--- config.mk ---
export PLATFORM = sky130hd
export DESIGN_NAME = inv_lift_step_flat
export DESIGN_NICKNAME = d
export VERILOG_FILES = /design/src/rtl/inv_lift_step_pkg.sv /design/src/rtl/inv_lift_step_if.sv /design/src/rtl/inv_lift_sat.sv /design/src/rtl/inv_lift_step.sv /design/src/flat_wrapper.sv
export SDC_FILE = /design/constraint.sdc
export NUM_CORES = 1
export LEC_CHECK = 0
export ABC_AREA = 1
export CAP_MARGIN = 40
export CORE_ASPECT_RATIO = 1.1
export CORE_MARGIN = 2
export CORE_UTILIZATION = 40
export CTS_BUF_LIST = sky130_fd_sc_hd__clkbuf_8
export CTS_CLUSTER_DIAMETER = 120
export DETAILED_ROUTE_END_ITERATION = 10
export GPL_TIMING_DRIVEN = 0
export PLACE_DENSITY = 0.66
export SYNTH_ARGS = -nofsm -noshare
export SYNTH_HDL_FRONTEND = slang
export SYNTH_SLANG_ARGS = --single-unit
--- constraint.sdc ---
create_clock -name clk_i -period 2.3 [get_ports clk_i]
set_input_delay 0.23 -clock clk_i [delete_from_list [all_inputs] [get_ports clk_i]]
set_output_delay 0.23 -clock clk_i [all_outputs]
set_load 0.01 [all_outputs]
--- src/rtl/inv_lift_step_pkg.sv ---
// -----------------------------------------------------------------------------
// inv_lift_step_pkg
// Shared definitions for the inverse lifting step block:
//   - sample, sum and internal arithmetic widths
//   - bit positions inside the 3-bit flags word
//   - clamp bounds used by the saturating reduction
//   - stage-1 pipeline record and an operation decoder
// -----------------------------------------------------------------------------
package inv_lift_step_pkg;

  localparam int SAMPLE_W   = 9;   // external sample width
  localparam int SUM_W      = 10;  // left + right neighbour sum
  localparam int INTERNAL_W = 11;  // full-precision result before reduction
  localparam int FLAGS_W    = 3;

  // Bit positions inside flags_i.
  localparam int FLAG_EN     = 2;  // 0 = pass-through
  localparam int FLAG_STEP   = 1;  // 1 = undo predict, 0 = undo update
  localparam int FLAG_MIRROR = 0;  // 1 = right operand replaced by left

  // Representable range of a SAMPLE_W-bit signed result.
  localparam logic signed [INTERNAL_W-1:0] CLAMP_MAX = 11'sd255;
  localparam logic signed [INTERNAL_W-1:0] CLAMP_MIN = -11'sd256;

  typedef enum logic [1:0] {
    OP_PASS    = 2'd0,
    OP_PREDICT = 2'd1,
    OP_UPDATE  = 2'd2
  } op_e;

  // Operands captured by stage 1 on an accepted strobe.
  typedef struct packed {
    logic signed [SUM_W-1:0]    sum;
    logic signed [SAMPLE_W-1:0] sam;
    logic [FLAGS_W-1:0]         flags;
  } stage1_t;

  // The mirror bit only affects operand selection, so it plays no part here.
  function automatic op_e decode_op(input logic [FLAGS_W-1:0] flags);
    if (!flags[FLAG_EN])       return OP_PASS;
    else if (flags[FLAG_STEP]) return OP_PREDICT;
    else                       return OP_UPDATE;
  endfunction

endpackage

--- src/rtl/inv_lift_step_if.sv ---
// -----------------------------------------------------------------------------
// inv_lift_step_if
// Operand/result bundle of the inverse lifting step.
//   flags_i   [2:0]  op select (enable / step / mirror)
//   update_i         one-cycle operand strobe
//   left_i    [8:0]  signed left neighbour
//   sam_i     [8:0]  signed coefficient being inverted
//   right_i   [8:0]  signed right neighbour
//   sat_clr_i        clear of the sticky saturation flag
//   res_o     [8:0]  signed reconstructed sample (held between updates)
//   update_o         one-cycle strobe marking a new res_o
//   sat_o            sticky saturation flag
// Modports: master drives operands (testbench / upstream), slave is the block.
// -----------------------------------------------------------------------------
interface inv_lift_step_if;
  import inv_lift_step_pkg::*;

  logic [FLAGS_W-1:0]         flags_i;
  logic                       update_i;
  logic signed [SAMPLE_W-1:0] left_i;
  logic signed [SAMPLE_W-1:0] sam_i;
  logic signed [SAMPLE_W-1:0] right_i;
  logic                       sat_clr_i;
  logic signed [SAMPLE_W-1:0] res_o;
  logic                       update_o;
  logic                       sat_o;

  modport master (
    output flags_i, update_i, left_i, sam_i, right_i, sat_clr_i,
    input  res_o, update_o, sat_o
  );

  modport slave (
    input  flags_i, update_i, left_i, sam_i, right_i, sat_clr_i,
    output res_o, update_o, sat_o
  );

endinterface

--- src/rtl/inv_lift_sat.sv ---
// -----------------------------------------------------------------------------
// inv_lift_sat
// Reduces an 11-bit signed result to a 9-bit signed sample.
//   din  [10:0]  full-precision signed result
//   dout [8:0]   reduced signed sample
//   sat          1 when din lay outside the 9-bit range and was clamped
// Build option: INV_LIFT_SAT_EN defined -> clamp to [-256, 255];
//               undefined -> two's-complement wrap, sat always 0.
// Purely combinational.
// -----------------------------------------------------------------------------
module inv_lift_sat
  import inv_lift_step_pkg::*;
(
  input  logic signed [INTERNAL_W-1:0] din,
  output logic signed [SAMPLE_W-1:0]   dout,
  output logic                         sat
);

`ifdef INV_LIFT_SAT_EN
  // NOTE: every output of an always_comb gets a default first, so no path
  // can leave it unassigned and infer a latch.
  always_comb begin
    dout = din[SAMPLE_W-1:0];
    sat  = 1'b0;
    if (din > CLAMP_MAX) begin
      dout = CLAMP_MAX[SAMPLE_W-1:0];
      sat  = 1'b1;
    end else if (din < CLAMP_MIN) begin
      dout = CLAMP_MIN[SAMPLE_W-1:0];
      sat  = 1'b1;
    end
  end
`else
  // Wrap build: the top bits are simply dropped.
  logic [INTERNAL_W-SAMPLE_W-1:0] din_high_unused;

  assign din_high_unused = din[INTERNAL_W-1:SAMPLE_W];
  assign dout            = din[SAMPLE_W-1:0];
  assign sat             = 1'b0;
`endif

endmodule

--- src/rtl/inv_lift_step.sv ---
// -----------------------------------------------------------------------------
// inv_lift_step
// One inverse lifting step of a 9-bit integer wavelet, two pipeline stages.
//   clk_i    single clock, rising edge
//   rst_n_i  asynchronous active-low reset, clears every register
//   bus      inv_lift_step_if.slave (operands in, result/strobe/sat out)
// Operations (flags_i):
//   [2]=0        res = sam
//   [2]=1,[1]=1  res = sam + (sum >>> 1)          undo predict
//   [2]=1,[1]=0  res = sam - ((sum + 2) >>> 2)    undo update
//   sum = left + (flags[0] ? left : right)
// Stage 1 captures sum/sam/flags on update_i; stage 2 computes at 11 bits,
// reduces to 9 bits in inv_lift_sat and registers res_o / update_o.
// update_o follows an accepted update_i by exactly two cycles; strobes may
// arrive every cycle.
// Build option: INV_LIFT_SAT_EN -> saturate and drive a sticky sat_o;
// otherwise results wrap and sat_o is tied low.
// -----------------------------------------------------------------------------
module inv_lift_step
  import inv_lift_step_pkg::*;
(
  input  logic          clk_i,
  input  logic          rst_n_i,
  inv_lift_step_if.slave bus
);

  // ---------------------------------------------------------------------------
  // Stage 1: operand select and neighbour sum
  // ---------------------------------------------------------------------------
  logic signed [SAMPLE_W-1:0] right_sel;
  logic signed [SUM_W-1:0]    sum_next;
  stage1_t                    s1_q;
  logic                       s1_valid_q;

  assign right_sel = bus.flags_i[FLAG_MIRROR] ? bus.left_i : bus.right_i;
  // Both operands are sign-extended so the 10-bit sum cannot overflow.
  assign sum_next  = SUM_W'(bus.left_i) + SUM_W'(right_sel);

  // NOTE: sequential state is written with non-blocking assignments so every
  // register samples the pre-edge values of the others.
  always_ff @(posedge clk_i or negedge rst_n_i) begin
    if (!rst_n_i) begin
      s1_q       <= '0;
      s1_valid_q <= 1'b0;
    end else begin
      s1_valid_q <= bus.update_i;
      // Data inputs are only looked at on strobe cycles.
      if (bus.update_i) begin
        s1_q.sum   <= sum_next;
        s1_q.sam   <= bus.sam_i;
        s1_q.flags <= bus.flags_i;
      end
    end
  end

  // ---------------------------------------------------------------------------
  // Stage 2: full-precision arithmetic, reduction, output registers
  // ---------------------------------------------------------------------------
  op_e                          op;
  logic signed [INTERNAL_W-1:0] sam_ext;
  logic signed [INTERNAL_W-1:0] sum_ext;
  logic signed [INTERNAL_W-1:0] sum_rnd;
  logic signed [INTERNAL_W-1:0] full_res;
  logic signed [SAMPLE_W-1:0]   reduced;
  logic                         sat_hit;

  assign op      = decode_op(s1_q.flags);
  assign sam_ext = INTERNAL_W'(s1_q.sam);
  assign sum_ext = INTERNAL_W'(s1_q.sum);
  // Rounding offset for the update step; 11 bits hold sum + 2 without loss.
  assign sum_rnd = sum_ext + 11'sd2;

  always_comb begin
    full_res = sam_ext;
    unique case (op)
      OP_PREDICT: full_res = sam_ext + (sum_ext >>> 1);
      OP_UPDATE:  full_res = sam_ext - (sum_rnd >>> 2);
      default:    full_res = sam_ext;
    endcase
  end

  // A pass-through value is a sign-extended 9-bit sample, so it can never
  // trip the clamp.
  inv_lift_sat u_sat (
    .din  (full_res),
    .dout (reduced),
    .sat  (sat_hit)
  );

  always_ff @(posedge clk_i or negedge rst_n_i) begin
    if (!rst_n_i) begin
      bus.res_o    <= '0;
      bus.update_o <= 1'b0;
    end else begin
      bus.update_o <= s1_valid_q;
      if (s1_valid_q) begin
        bus.res_o <= reduced;
      end
    end
  end

`ifdef INV_LIFT_SAT_EN
  // Sticky flag: a new saturation event outranks a clear in the same cycle.
  always_ff @(posedge clk_i or negedge rst_n_i) begin
    if (!rst_n_i) begin
      bus.sat_o <= 1'b0;
    end else if (s1_valid_q && sat_hit) begin
      bus.sat_o <= 1'b1;
    end else if (bus.sat_clr_i) begin
      bus.sat_o <= 1'b0;
    end
  end
`else
  logic sat_clr_unused;
  logic sat_hit_unused;

  assign sat_clr_unused = bus.sat_clr_i;
  assign sat_hit_unused = sat_hit;
  assign bus.sat_o      = 1'b0;
`endif

endmodule

--- src/flat_wrapper.sv ---
// flat-port wrapper written by rule: the top's interface ports become plain ports
module inv_lift_step_flat import inv_lift_step_pkg::*;
  (clk_i, rst_n_i, bus_flags_i, bus_update_i, bus_left_i, bus_sam_i, bus_right_i, bus_sat_clr_i, bus_res_o, bus_update_o, bus_sat_o);
  inv_lift_step_if bus_i ();
  input  logic clk_i;
  input  logic rst_n_i;
  input wire logic [$bits(bus_i.flags_i)-1:0] bus_flags_i;
  input wire logic [$bits(bus_i.update_i)-1:0] bus_update_i;
  input wire logic [$bits(bus_i.left_i)-1:0] bus_left_i;
  input wire logic [$bits(bus_i.sam_i)-1:0] bus_sam_i;
  input wire logic [$bits(bus_i.right_i)-1:0] bus_right_i;
  input wire logic [$bits(bus_i.sat_clr_i)-1:0] bus_sat_clr_i;
  output wire logic [$bits(bus_i.res_o)-1:0] bus_res_o;
  output wire logic [$bits(bus_i.update_o)-1:0] bus_update_o;
  output wire logic [$bits(bus_i.sat_o)-1:0] bus_sat_o;
  assign bus_i.flags_i = bus_flags_i;
  assign bus_i.update_i = bus_update_i;
  assign bus_i.left_i = bus_left_i;
  assign bus_i.sam_i = bus_sam_i;
  assign bus_i.right_i = bus_right_i;
  assign bus_i.sat_clr_i = bus_sat_clr_i;
  assign bus_res_o = bus_i.res_o;
  assign bus_update_o = bus_i.update_o;
  assign bus_sat_o = bus_i.sat_o;
  inv_lift_step u_core (.clk_i(clk_i), .rst_n_i(rst_n_i), .bus(bus_i));
endmodule
==> After elaboration in Yosys (flattened, before gate mapping) <==
Cells that the tools add are included.
{ "op_classes": {"eq_ne": 2, "addsub": 4, "mux": 4} }
{ "ops": {"columns": ["operator", "count"], "rows": [
  ["case mux 9 bit (2 select lines)", 1],
  ["adder 10 x 3 -> 11 bit (second input constant)", 1],
  ["adder 9 x 9 -> 10 bit", 1],
  ["adder 9 bit", 1],
  ["2-to-1 mux 9 bit", 1],
  ["subtractor 9 bit", 1],
  ["2-to-1 mux 2 bit", 2],
  ["equality test 2 x 1 -> 1 bit (second input constant)", 1],
  ["equality test 2 bit (second input constant)", 1]
]} }
{ "totals": {"register_bits": 33, "inputBits": 34, "output_inout_bits": 11, "elab_cells": 16} }

==> Logic depth before layout (Yosys ltp) <==
{ "depth": {"depth_word": 4, "mapped_depth": 19, "ltp_nobuf": 19} }

==> Hierarchy <==
From an unflattened synthesis, not the netlist that was laid out.
{ "hier_totals": {"cells_unflattened": 355, "hier_area_um2": 2663.8} }
{ "modules_own_cells": {"columns": ["module", "instances", "area_per_inst_um2", "cells_per_inst"], "rows": [
  ["inv_lift_step", 1, 2585.0, 344],
  ["inv_lift_sat", 1, 78.8, 11]
]} }

==> Worst setup path before layout <==
Ideal clock, no wire load.
{ "synth_path": {"path_kind": "reg-to-reg", "from": "register u_core.s1_q[13] (netlist bit)", "to": "register u_core.bus.res_o[7]", "stages_incl_launch_ff": 13, "t_required_ns": 2.177, "setup_time_ns": 0.123, "setup_slack_ns": 0.074, "arrival_time_ns": 2.103, "path_cell_list": "dfrtp_1 inv_1 ha_1 or2_2 a32oi_1 ha_1 a21oi_1 nand2_1 nand4_1 nand3_1 xor2_1 o21ai_0 nand2_1"} }
{ "synth_via": {"elab_chain_len": 3} }
{ "synth_rtl": {"columns": ["item", "line_no", "rtl"], "rows": [
  ["from (decl)", "inv_lift_step.sv:32", "stage1_t s1_q;"],
  ["adder 10 x 3 -> 11 bit", "inv_lift_step.sv:71", "assign sum_rnd = sum_ext + 11'sd2;"],
  ["subtractor 9 bit", "inv_lift_step.sv:77", "OP_UPDATE: full_res = sam_ext - (sum_rnd >>> 2);"],
  ["case mux 9 bit (2 select lines) (*)", "inv_lift_step.sv:75", "unique case (op)"],
  ["to (signal assigned)", "inv_lift_step.sv:97", "bus.res_o <= reduced;"],
  ["to (decl)", "inv_lift_step_if.sv:35", "output res_o, update_o, sat_o"]
]} }
Every way passes the cells marked *; elsewhere a longest branch is shown, timed or not.
A chain may end at the register's enable or synchronous reset.

==> Final worst setup path <==
{ "layout_path": {"from": "register u_core.s1_q[13] (netlist bit)", "to": "register u_core.bus.res_o[8]"} }
Same word-level chain as after synthesis.

==> impl_metrics.py <==
metrics = {
    "placement": {
        "portBuffers": 41,
        "place_worst_setup_slack_ns": -0.201,
        "place.gp.congestion": 0.867,
        "dp.final_hpwl_mm": 4.39,
        "dpl_cell_area_mm2": 0.00295,
    },
    "cells_and_area": {
        "multi_input_area_mm2": 0.00165,
        "seq_area_um2": 778,
        "fin_util_pct": 57.9,
        "areaGrowthSynthToFinish_pct": 38.6,
        "fillers": 563,
        "mostFrequentLayoutCell": "nand2_1",
        "final_cell_mix": "nand2_1 (95), clkdlybuf4s50_1 (41), inv_1 (39)",
        "antenna_cells": 0,
        "finalInstanceArea_mm2": 0.00336,
        "drive_above_1_share_pct": 21.9,
        "fin_nets": 460,
    },
    "yosys": {
        "ys.flop_type": "dfrtp_1",
        "yosys_register_bits": 31,
        "synth_enable_flop_cells": 0,
        "syn-instance-count": 343,
        "syn-num-nets": 397,
        "synth_area_mm2": 0.00243,
        "avgSynthCellArea_um2": 7.07,
        "synth_cell_types": 39,
        "async_reset_ff_share_pct": 100,
        "ys_seq_area_share_pct": 32.0,
        "yosys_warnings": 0,
    },
    "cts": {
        "clk-insertion-delay-late_ns": 0.29,
        "cts_sinks": 31,
        "htreeDepth": 2,
        "clkTransAtPathRegs_ns": 0.07,
        "cts_tree": "yes",
        "cts_buffers": 5,
        "clock_tree.buffer_depth": 2,
        "clock-root-buffer": "clkbuf_8",
    },
    "floorplanning": {
        "io_pins": 45,
        "die_w_um": 78.3,
        "die_area_mm2": 0.00670,
        "coreArea_mm2": 0.00581,
        "initial_core_util_pct": 41.8,
        "num_rows": 29,
        "die_h_um": 85.7,
    },
    "pwr": {
        "power_density_mw_per_mm2": 685,
        "peakVddDrop_mv": 0.272,
        "p_leak_nw": 1.59,
    },
    "sta": {
        "fin_crit_ns": 2.46,
        "setup_slack_ns": -0.160,
        "fmax_mhz": 407,
        "finalHoldViolations": 0,
        "setup_viol": 2,
        "period_share_pct": 107,
        "maxSlewViolCount": 0,
        "worstMarginPinSlew_ns": 0.622,
        "rsz0062_at_grt": "true",
        "relSlewSlack_pct": 58.4,
        "fin_worst_skew_ns": 0.00790,
    },
    "outcome": {
        "status": "complete, but fails checks",
        "violations": "setup timing",
    },
    "drt": {
        "ant_nets": 0,
        "routedWlPerCell_um": 12.7,
        "routed_via_density": 4.99,
        "vias": 2414,
        "drcViolationCount": 0,
        "drt-total-wl_mm": 6.13,
        "first_pass_iters": 4,
        "drt-initial-drc-count": 84,
    },
    "setup_path": {
        "worstSetupStartpointType": "register",
        "cp_max_fo": 3,
        "rr_endpoint": "u_core.bus.res_o[8]",
        "cp_data_required_time_ns": 2.49,
        "worstPathArrival_ns": 2.65,
        "crit_start": "u_core.s1_q[13]",
        "end_kind": "register",
        "timing.rr.start": "u_core.s1_q[13]",
        "rr_worst_depth": 17,
        "reg2reg_setup_slack_ns": -0.16,
        "worstSetupPathType": "register to register",
        "critical_path.endpoint": "u_core.bus.res_o[8]",
    },
    "run": {
        "cap_viol_max_count": 0,
    },
    "global_route": {
        "antenna_found_initial": 0,
        "grt_pass1_vias": 2357,
        "grt.overflow.total": 0,
        "grt.total_usage_pct": 18.9,
        "grt_pass1_wl_mm": 10.3,
        "grt_max_degree": 20,
    },
    "hold_path": {
        "hp-class": "input port to async pin",
    },
}
routing by layer:
metal  vias to the layer above  share of wire, %  wire length, um  global-route usage [%]
li1                       1241                 -                -                       -
met1                      1106                42             2560                    22.9
met2                        59                53             3270                    34.9
met3                         8               3.2              194                    2.53
met4                         0               1.7              107                    5.74
met5                         -                 0                0                       0
stage by stage:
step | total power [mW] | TNS, ns | instances | hold slack [ns]
global route | 2.49 | -0.791 | 484 | 0.368
finish | 2.30 | -0.211 | 484 | 0.322
floorplan | 1.30 | 0 | 343 | -0.0656
detailed placement | 1.59 | -0.693 | 462 | 0.469
CTS | 2.15 | -0.107 | 481 | 0.340
global placement | 1.56 | -0.643 | 461 | 0.462
flip-flops by register name, summed over array words and instances (netlist names):
name,flops
u_core.bus.res_o,9
u_core.bus.update_o,1
u_core.s1_q,20
u_core.s1_valid_q,1
worst max-delay path, stage by stage, from the launching register on:
cell,delay [ns]
dfrtp_1,0.41
ha_2,0.21
nand2_2,0.07
nor2_1,0.08
inv_1,0.09
buf_6,0.13
nor4_4,0.13
o31ai_1,0.11
ha_1,0.34
nand2_2,0.09
nor2_2,0.10
nand2_1,0.10
nand2_2,0.10
inv_1,0.06
nand2_2,0.09
nand4_1,0.10
nand3_1,0.10
nand2_1,0.05
worst min-delay path by stage:
| stage | endpoint | slack (ns) | start |
|---|---|---|---|
| after floorplan | u_core.bus.res_o[0] | -0.07 | rst_n_i |
| after global placement | u_core.bus.res_o[6] | 0.46 | u_core.bus.res_o[6] |
| after detailed placement | u_core.bus.res_o[5] | 0.47 | u_core.bus.res_o[5] |
| after CTS | u_core.s1_q[2] | 0.34 | rst_n_i |
| after global routing | u_core.bus.res_o[8] | 0.37 | rst_n_i |
| final | u_core.s1_q[2] | 0.32 | rst_n_i |
Yosys cell counts (all sizes together), types with 3 or more instances:
cell	instances	area share [%]
o21ai	34	7.3
a31oi	5	1.3
dfrtp	31	32
clkbuf	3	0.46
inv	43	6.7
nand2	111	17
xor2	6	2.2
nor2	23	4.6
ha	18	9.3
nand3	20	4.7
or2	4	1.0
nor3	3	0.62
buf	5	1.8
a21oi	19	3.9
final cells by class:
class / count / share of cell area [%]
multi-input cells: 261 / 49.1
flip-flops and latches: 31 / 23.1
repair buffers: 56 / 15.9
inverters: 43 / 4.87
well taps: 77 / 2.86
clock buffers: 5 / 2.05
plain buffers: 8 / 1.60
clock inverters: 3 / 0.484
report_power, final:
part / internal (mW) / switching, mW
logic: 0.554 / 0.607
registers: 0.631 / 0.0866
clock network: 0.207 / 0.218
total: 1.39 / 0.912
logic make-up after synthesis:
| group | share of synthesized area [%] |
|---|---|
| flip-flops | 32.0 |
| adder cells (fa/ha/maj) | 10.9 |
| buffers and inverters | 8.87 |
| other | 0.155 |
| AO/OA/AOI/OAI | 16.6 |
| XOR/XNOR | 2.17 |
| AND/OR/NAND/NOR | 29.3 |
repair_timing:
item / CTS / global route
pin swaps: 27 / 12
buffers inserted: 11 / 3
endpoints found under the setup margin: 5 / 6
hold buffers: 0 / 0
resized for setup: 28 / 30
Power figures use the tool's default switching activity.
